[config.mk]
export PLATFORM = sky130hd
export DESIGN_NAME = dsp_norm
export DESIGN_NICKNAME = d
export VERILOG_FILES = /design/src/rtl/dsp_norm_pkg.sv /design/src/rtl/dsp_norm_lsc.sv /design/src/rtl/dsp_norm.sv
export SDC_FILE = /design/constraint.sdc
export NUM_CORES = 1
export LEC_CHECK = 0
export ABC_AREA = 0
export CORE_MARGIN = 2
export CORE_UTILIZATION = 50
export DETAILED_ROUTE_END_ITERATION = 8
export HOLD_SLACK_MARGIN = 0.05
export PLACE_DENSITY = 0.79
export REMOVE_ABC_BUFFERS = 1
export SYNTH_ARGS = -nofsm -noshare
export SYNTH_HDL_FRONTEND = slang
export SYNTH_SLANG_ARGS = --single-unit
[constraint.sdc]
create_clock -name clk -period 2.1 [get_ports clk]
set_input_delay 0.525 -clock clk [delete_from_list [all_inputs] [get_ports clk]]
set_output_delay 0.525 -clock clk [all_outputs]
set_load 0.005 [all_outputs]
[src/rtl/dsp_norm_pkg.sv]
// dsp_norm_pkg: shared widths, limits and types for the normalizer.
// Consumers import with: import dsp_norm_pkg::*;
package dsp_norm_pkg;

    localparam int DFLT_IN_W  = 32;
    localparam int DFLT_OUT_W = 16;
    localparam int DFLT_SH_W  = 4;

    localparam logic [DFLT_OUT_W-1:0] MANT_MAX = 16'h7FFF;

    typedef logic [DFLT_SH_W-1:0] sh_t;

    typedef struct packed {
        logic [DFLT_IN_W-1:0] data;
        sh_t                  sh;
    } s1_t;

    // Largest positive mantissa for an arbitrary output width.
    function automatic int mant_max_of(input int w);
        return (1 << (w - 1)) - 1;
    endfunction

endpackage

[src/rtl/dsp_norm_lsc.sv]
// dsp_norm_lsc: combinational redundant-sign counter.
// Output is the sign count clamped to 2^SH_W-1.
module dsp_norm_lsc
    import dsp_norm_pkg::*;
#(
    parameter int IN_W = DFLT_IN_W,
    parameter int SH_W = DFLT_SH_W
) (
    input  logic [IN_W-1:0] d,
    output logic [SH_W-1:0] sh
);

    localparam int CW = $clog2(IN_W);
    localparam logic [CW-1:0] SH_LIM = CW'((1 << SH_W) - 1);

    logic [CW-1:0] cnt;
    logic          run;

    // Walk down from just below the MSB while bits still match the sign.
    always_comb begin
        cnt = '0;
        run = 1'b1;
        for (int i = IN_W - 2; i >= 0; i--) begin
            if (run && (d[i] == d[IN_W-1])) begin
                cnt = cnt + CW'(1);
            end else begin
                run = 1'b0;
            end
        end
    end

    assign sh = (cnt > SH_LIM) ? '1 : cnt[SH_W-1:0];

endmodule

[src/rtl/dsp_norm.sv]
// dsp_norm: two-stage block-floating-point normalizer with valid/ready.
// Define DSP_NORM_RND_EN for round-half-up with positive saturation.
module dsp_norm
    import dsp_norm_pkg::*;
#(
    parameter int IN_W  = DFLT_IN_W,
    parameter int OUT_W = DFLT_OUT_W,
    parameter int SH_W  = DFLT_SH_W
) (
    input  logic             clk,
    input  logic             reset,
    input  logic [IN_W-1:0]  in_data,
    input  logic             in_valid,
    output logic             in_ready,
    output logic [OUT_W-1:0] out_data,
    output logic [SH_W-1:0]  out_sh,
    output logic             out_valid,
    input  logic             out_ready
);

    logic             s1_valid;
    logic [IN_W-1:0]  s1_data;
    logic [SH_W-1:0]  s1_sh;
    logic [SH_W-1:0]  lsc_sh;

    logic             s2_free;
    logic             s1_adv;

    logic [IN_W-1:0]  shifted;
    logic [OUT_W-1:0] mant_t;
    logic [OUT_W-1:0] mant;

    dsp_norm_lsc #(
        .IN_W (IN_W),
        .SH_W (SH_W)
    ) u_lsc (
        .d  (in_data),
        .sh (lsc_sh)
    );

    assign s2_free  = !out_valid || out_ready;
    assign s1_adv   = s1_valid && s2_free;
    assign in_ready = !s1_valid || s2_free;

    assign shifted = s1_data << s1_sh;
    assign mant_t  = shifted[IN_W-1 -: OUT_W];

`ifdef DSP_NORM_RND_EN
    localparam logic [OUT_W-1:0] SAT_POS = OUT_W'(mant_max_of(OUT_W));

    logic [OUT_W:0] rsum;
    logic           rbit;
    logic           ovf;
    logic           unused_lo;

    // Only a non-negative truncation can carry into the sign bit.
    always_comb begin
        rbit = shifted[IN_W-OUT_W-1];
        rsum = {mant_t[OUT_W-1], mant_t} + {{OUT_W{1'b0}}, rbit};
        ovf  = !mant_t[OUT_W-1] && rsum[OUT_W-1];
        mant = ovf ? SAT_POS : rsum[OUT_W-1:0];
    end

    assign unused_lo = ^{rsum[OUT_W], shifted[IN_W-OUT_W-2:0]};
`else
    logic unused_lo;

    assign mant      = mant_t;
    assign unused_lo = ^shifted[IN_W-OUT_W-1:0];
`endif

    always_ff @(posedge clk or posedge reset) begin
        if (reset) begin
            s1_valid <= 1'b0;
            s1_data  <= '0;
            s1_sh    <= '0;
        end else begin
            if (in_ready) begin
                s1_valid <= in_valid;
            end
            if (in_valid && in_ready) begin
                s1_data <= in_data;
                s1_sh   <= lsc_sh;
            end
        end
    end

    always_ff @(posedge clk or posedge reset) begin
        if (reset) begin
            out_valid <= 1'b0;
            out_data  <= '0;
            out_sh    <= '0;
        end else begin
            if (s2_free) begin
                out_valid <= s1_valid;
            end
            if (s1_adv) begin
                out_data <= mant;
                out_sh   <= s1_sh;
            end
        end
    end

endmodule

# Word-level counts from Yosys, hierarchy flattened
# Index checks and enable logic that the tools add are counted.
[totals]
ff_bits = 58
latchBits = 0
mem_bits_rw = 0
output_inout_bits = 22
mem_bits_ro = 0
memories = 0
[op_classes]
n_addsub = 30
eq_ne = 31
n_mux = 62
reduce_logical = 36
mul = 0
order_cmp = 1
n_bitwise = 0
shift = 1
n_div = 0
[op_table]
columns = ["operator", "count"]
rows = [
  ["$add A5 B1 Y5 const B", 30],
  ["$mux W5", 30],
  ["$logic_and A1 B1 Y1", 32],
  ["$shl A32 B4 Y32", 1],
  ["$eq A1 B1 Y1", 31],
  ["$mux W1", 31],
  ["$gt A5 B4 Y1 const B", 1],
  ["$mux W4", 1],
  ["$logic_not A1 Y1", 2],
  ["$logic_or A1 B1 Y1", 2],
]

# Longest topological paths before layout
[logic_depth]
ltp_word = 64
mapped_depth = 71

# Modules after synthesis
# A second synthesis with hierarchy kept.
[unflattened]
cells_unflattened = 889
hier_area_um2 = 7469.7
[modules_own_cells]
columns = ["mod", "cells_per_inst", "n_inst", "area_each_um2"]
rows = [
  ["dsp_norm_lsc", 628, 1, 4169.0],
  ["dsp_norm", 261, 1, 3300.7],
]

# Worst setup path before layout
# OpenSTA, ideal clock, no wires.
[synth_timing]
kind = "in2reg"
startpoint = "input port in_data[31]"
endpoint = "register s1_sh[1]"
arrival_ns = 13.010
path_buffers = 4
slack_ns = -11.042
cell_stages = 70
cell_sequence = "buf_4 > buf_2 > buf_2 > buf_2 > nor2_1 > o21ai_0 > nand2b_1 > ha_1 > o21a_1 > ha_1 > inv_1 > o21ai_0 > ha_1 > a211oi_1 > a31oi_1 > ha_1 > or3_1 > o211ai_1 > [34 not listed] > nand2_1 > a22o_1 > a21oi_1 > mux2_2 > mux2i_1 > ha_1 > mux2i_1 > o21bai_1 > ha_1 > nand2_1 > a2111oi_0 > or4b_1 > inv_1 > nand3_1 > o221ai_2 > xnor3_1 > a311oi_1 > o21ai_1"
[synth_between]
elab_chain_len = 64
[synth_rtl]
columns = ["element", "line", "text"]
rows = [
  ["start: declaration", "dsp_norm.sv:12", "input logic [IN_W-1:0] in_data,"],
  ["$eq A1 B1 Y1", "dsp_norm_lsc.sv:24", "if (run && (d[i] == d[IN_W-1])) begin"],
  ["$mux W1", "dsp_norm_lsc.sv:24", ""],
  ["$add A5 B1 Y5 / $logic_and A1 B1 Y1 (equally long branches)", "dsp_norm_lsc.sv:25, dsp_norm_lsc.sv:24", ""],
  ["$mux W5 / $mux W1 (equally long branches)", "dsp_norm_lsc.sv:24", ""],
  ["$add A5 B1 Y5 / $logic_and A1 B1 Y1 (equally long branches)", "dsp_norm_lsc.sv:25, dsp_norm_lsc.sv:24", ""],
  ["$mux W5 / $mux W1 (equally long branches)", "dsp_norm_lsc.sv:24", ""],
  ["$add A5 B1 Y5 / $logic_and A1 B1 Y1 (equally long branches)", "dsp_norm_lsc.sv:25, dsp_norm_lsc.sv:24", ""],
  ["$mux W5 / $mux W1 (equally long branches)", "dsp_norm_lsc.sv:24", ""],
  ["[48 not listed]", "--", ""],
  ["$add A5 B1 Y5 / $logic_and A1 B1 Y1 (equally long branches)", "dsp_norm_lsc.sv:25, dsp_norm_lsc.sv:24", ""],
  ["$mux W5 / $mux W1 (equally long branches)", "dsp_norm_lsc.sv:24", ""],
  ["$add A5 B1 Y5 / $logic_and A1 B1 Y1 (equally long branches)", "dsp_norm_lsc.sv:25, dsp_norm_lsc.sv:24", ""],
  ["$mux W5 / $mux W1 (equally long branches)", "dsp_norm_lsc.sv:24", ""],
  ["$add A5 B1 Y5 / $logic_and A1 B1 Y1 (equally long branches)", "dsp_norm_lsc.sv:25, dsp_norm_lsc.sv:24", ""],
  ["$mux W5 *", "dsp_norm_lsc.sv:24", ""],
  ["$gt A5 B4 Y1", "dsp_norm_lsc.sv:32", "assign sh = (cnt > SH_LIM) ? '1 : cnt[SH_W-1:0];"],
  ["$mux W4 *", "dsp_norm_lsc.sv:32", ""],
  ["end signal: assignment", "dsp_norm.sv:83", "s1_sh <= lsc_sh;"],
  ["end: declaration", "dsp_norm.sv:23", "logic [SH_W-1:0] s1_sh;"],
]
# Mark *: on every way between the ends. The rest lies on a longest branch, timed or not.
# A chain may end at the register's enable or synchronous reset.

# Final worst setup path
[layout_timing]
startpoint = "input port in_data[31]"
endpoint = "register s1_sh[2]"
# The elaborated chain is that of the path after synthesis.

==> metrics.md <==
| Metric | Value |
|---|---|
| Type of the worst setup path | in -> reg |
| Leading cell type by number of instances after synthesis | nand2_1 |
| Most frequent CP cell | ha_1 |
| Routed wire length per instance | 17.8 um |
| Fillers | 1095 |
| Standby leakage power | 5.36 nW |
| CTS tree | done |
| Worst reg2reg path depth | 5 |
| Period minus WS final | 12.14 ns |
| Remaining routing DRC violations | 0 |
| Worst Slack Setup Final | -10.04 ns |
| Initial antenna violation count | 0 |
| Result of the run | finished with violations |
| Number of enable-type register cells in the synthesized netlist | 0 |
| Post-route fraction of the period consumed by the critical path | 578% |
| TritonRoute pass-1 iters | 5 |
| Number of nets in the layout | 1502 |
| Design Power | 5.80 mW |
| Mean Syn Cell Area | 7.88 um2 |
| Worst min path class | reg -> reg |
| Maximum clock skew at final layout | 0.00512 ns |
| Vias per cell | 6.14 |
| Core footprint | 16600 um2 |
| Worst vdd rail ir drop | 0.000553 V |
| GRT Util Overall | 31.2% |
| Seq/Total Area, Yosys | 16.8% |
| Buffer type at the clock tree root | clkbuf_16 |
| Setup repair after global routing missed its margin | yes |
| Die area | 18000 um2 |
| Max Clk Rate | 0.0824 GHz |
| Number of global-route vias before repair | 9658 |
| Max-cap violation count | 0 |
| Number of placement rows | 47 |
| Starting density of the core | 51.1% |
| Total congestion overflow after global routing | 0 |
| Number of hold violations in the final report | 0 |
| Antenna Nets Post-Route | 0 |
| Cells after Synth | 1075 |
| Leading cell types by total area after synthesis | dfrtp_1 17%, mux2_2 6.6%, nand2_1 5.9%, o21ai_0 4.4%, ha_1 4.3% |
| Clock transition at path regs | 0.04 ns |
| Largest fanout of any net on the critical path | 5 |
| Flop and latch count out of synthesis | 57 |
| Area growth from synthesis to layout | 47.5% |
| Fraction of synthesized cell area taken by the top area cell type | 16.8% |
| Sinks on the clock net | 57 |
| Final estimated routing congestion in global placement | 0.965 |
| CP max stage delay | 0.56 ns |
| Violations in the final reports | setup timing |
| Buffers added on ports | 57 |
| First-pass GRT wire length | 46.5 mm |
| Cell area power density | 465 nW/um2 |
| Clock latency of the later-clocked register in the worst-skew pair | 0.33 ns |
| Width of the die | 134 um |
| Number of buffers created by CTS | 9 |
| Vertical extent of the die | 134 um |
| Most common flop cell mapped by yosys | dfrtp_1 |
| Most common library cells after synthesis | 133 x nand2_1, 79 x nor2_1, 75 x o21ai_0, 59 x a21oi_1, 57 x dfrtp_1 |
| Critical Path Source Type | input port |
| Cell depth of the worst hold path | 2 |
| Required time reported for the critical path endpoint | 2.33 ns |
| Number of DRC violations after detailed-routing iteration 0 | 1052 |
| Antenna cells | 0 |
| Via count | 10200 |
| Depth of the CTS H-tree | 3 |
| Largest area contributor in the netlist | dfrtp_1 |
| Least-Margin Pin Slew | 0.671 ns |
| Async set or reset register ratio after synthesis | 100% |
| Final setup violation count | 4 |
| Slowest cell on crit path | or4b_4 |
| Count of cell types in the netlist | 106 |
| Synth warn | 0 |
| Total count of max-transition violations in the final report | 0 |
| Hold WS | 0.476 ns |
| Fraction of layout instances using a drive strength above 1 | 38.6% |
| Slew headroom | 55.3% |
| Max Root-Sink Buffers | 2 |
| Dpl hpwl | 21.3 mm |
| Number of top-level design ports | 58 |
| Maximum number of pins on one net before global-route repair | 86 |
| Data arrival time of the worst path | 12.37 ns |
| Syn Std Cell Area | 8470 um2 |
| Type of element capturing the critical path | register |
| Final routed wirelength across all metal layers | 29.5 mm |
where the power goes:
part	switching, mW	leakage, nW	internal (mW)	total, mW
sequential	0.153	0.692	1.31	1.46
combinational	1.47	4.53	1.59	3.06
clock	0.443	0.129	0.845	1.29
total	2.06	5.36	3.74	5.80
critical path, delay by kind of cell:
family / cells / cell delay (ns)
XOR/XNOR: 1 / 0.18
buffers and inverters: 8 / 0.82
adder cells (fa/ha/maj): 13 / 3.52
multiplexers: 9 / 2.04
AO/OA/AOI/OAI: 22 / 3.50
AND/OR/NAND/NOR: 13 / 1.78
routing by layer:
metal	routed length, um	part of all wire, %	GRT usage, %	up-vias
met3	2110	7.1	3.55	115
met5	0	0	0	-
li1	-	-	-	4741
met1	12100	41	41.3	4823
met4	1030	3.5	12.5	0
met2	14300	49	52.2	511
cells by family (layout without fill, tap and decap cells):
family,after synthesis,after routing,synth area share (%)
muxes,99,99,14.3
adders and majority gates,32,32,4.64
DFF,57,57,16.8
AOI/OAI and AO/OA,303,303,25.2
and+or+nand+nor,424,424,25.7
buffers and inverters,100,465,4.76
xor gates and xnor gates,60,60,8.69
what timing repair did:
item | in CTS | in global routing
pin swaps | 52 | 39
resized for setup | 72 | 38
setup buffers | 11 | 9
setup endpoints to repair | 5 | 5
hold buffers | 0 | 0
state kept, by name, indices dropped and copies added (netlist names):
| register | cells |
|---|---|
| out_data | 16 |
| s1_data | 31 |
| s1_valid | 1 |
| out_valid | 1 |
| s1_sh | 4 |
| out_sh | 4 |
worst paths after layout:
kind,from,endpoint,slack [ns]
min in group asynchronous,reset,out_data[15],0.58
worst min-delay path,out_data[10],out_data[10],0.48
worst min register to register,out_data[10],out_data[10],0.48
max in group asynchronous,reset,s1_data[16],1.29
worst max register to register,s1_sh[1],out_data[9],0.05
worst max-delay path,in_data[31],s1_sh[2],-10.04
placed cells by master (no fill, tap or decap), types with 15 or more instances in the layout:
| cell | Yosys | layout |
|---|---|---|
| nand2_1 | 133 | 127 |
| dfrtp_1 | 57 | 57 |
| o21ai_0 | 75 | 68 |
| ha_1 | 29 | 16 |
| buf_4 | 1 | 347 |
| nor2_1 | 79 | 76 |
| a21oi_1 | 59 | 53 |
| nand3_1 | 35 | 32 |
| mux2i_1 | 36 | 34 |
| inv_1 | 37 | 32 |
| or2_2 | 17 | 15 |
| o211ai_1 | 29 | 29 |
| mux2_2 | 50 | 45 |
| clkdlybuf4s50_1 | 0 | 51 |
| nor3_1 | 28 | 27 |
| xnor2_1 | 29 | 29 |
| and2_1 | 17 | 15 |
layout make-up:
cell class | instances | area [um2] | area share, %
clock buffer | 14 | 264 | 2.11
multi-input combinational | 918 | 7080 | 56.7
sequential | 57 | 1430 | 11.4
tap | 220 | 275 | 2.20
timing repair buffer | 413 | 3300 | 26.4
inverter | 38 | 145 | 1.16
through the flow:
step	area [um2]	setup TNS (ns)	std cells	utilization, %	setup WS, ns
after floorplan	8210	-48.33	1013	-	-10.79
after global placement	11600	-42.79	1626	70.0	-10.77
after detailed placement	11600	-45.25	1626	70.0	-11.35
after CTS	12200	-39.18	1651	73.6	-9.84
after global routing	12500	-41.97	1660	75.3	-10.53
final	12500	-39.98	1660	75.3	-10.04
Note: power is estimated with default switching activity, not from simulation.
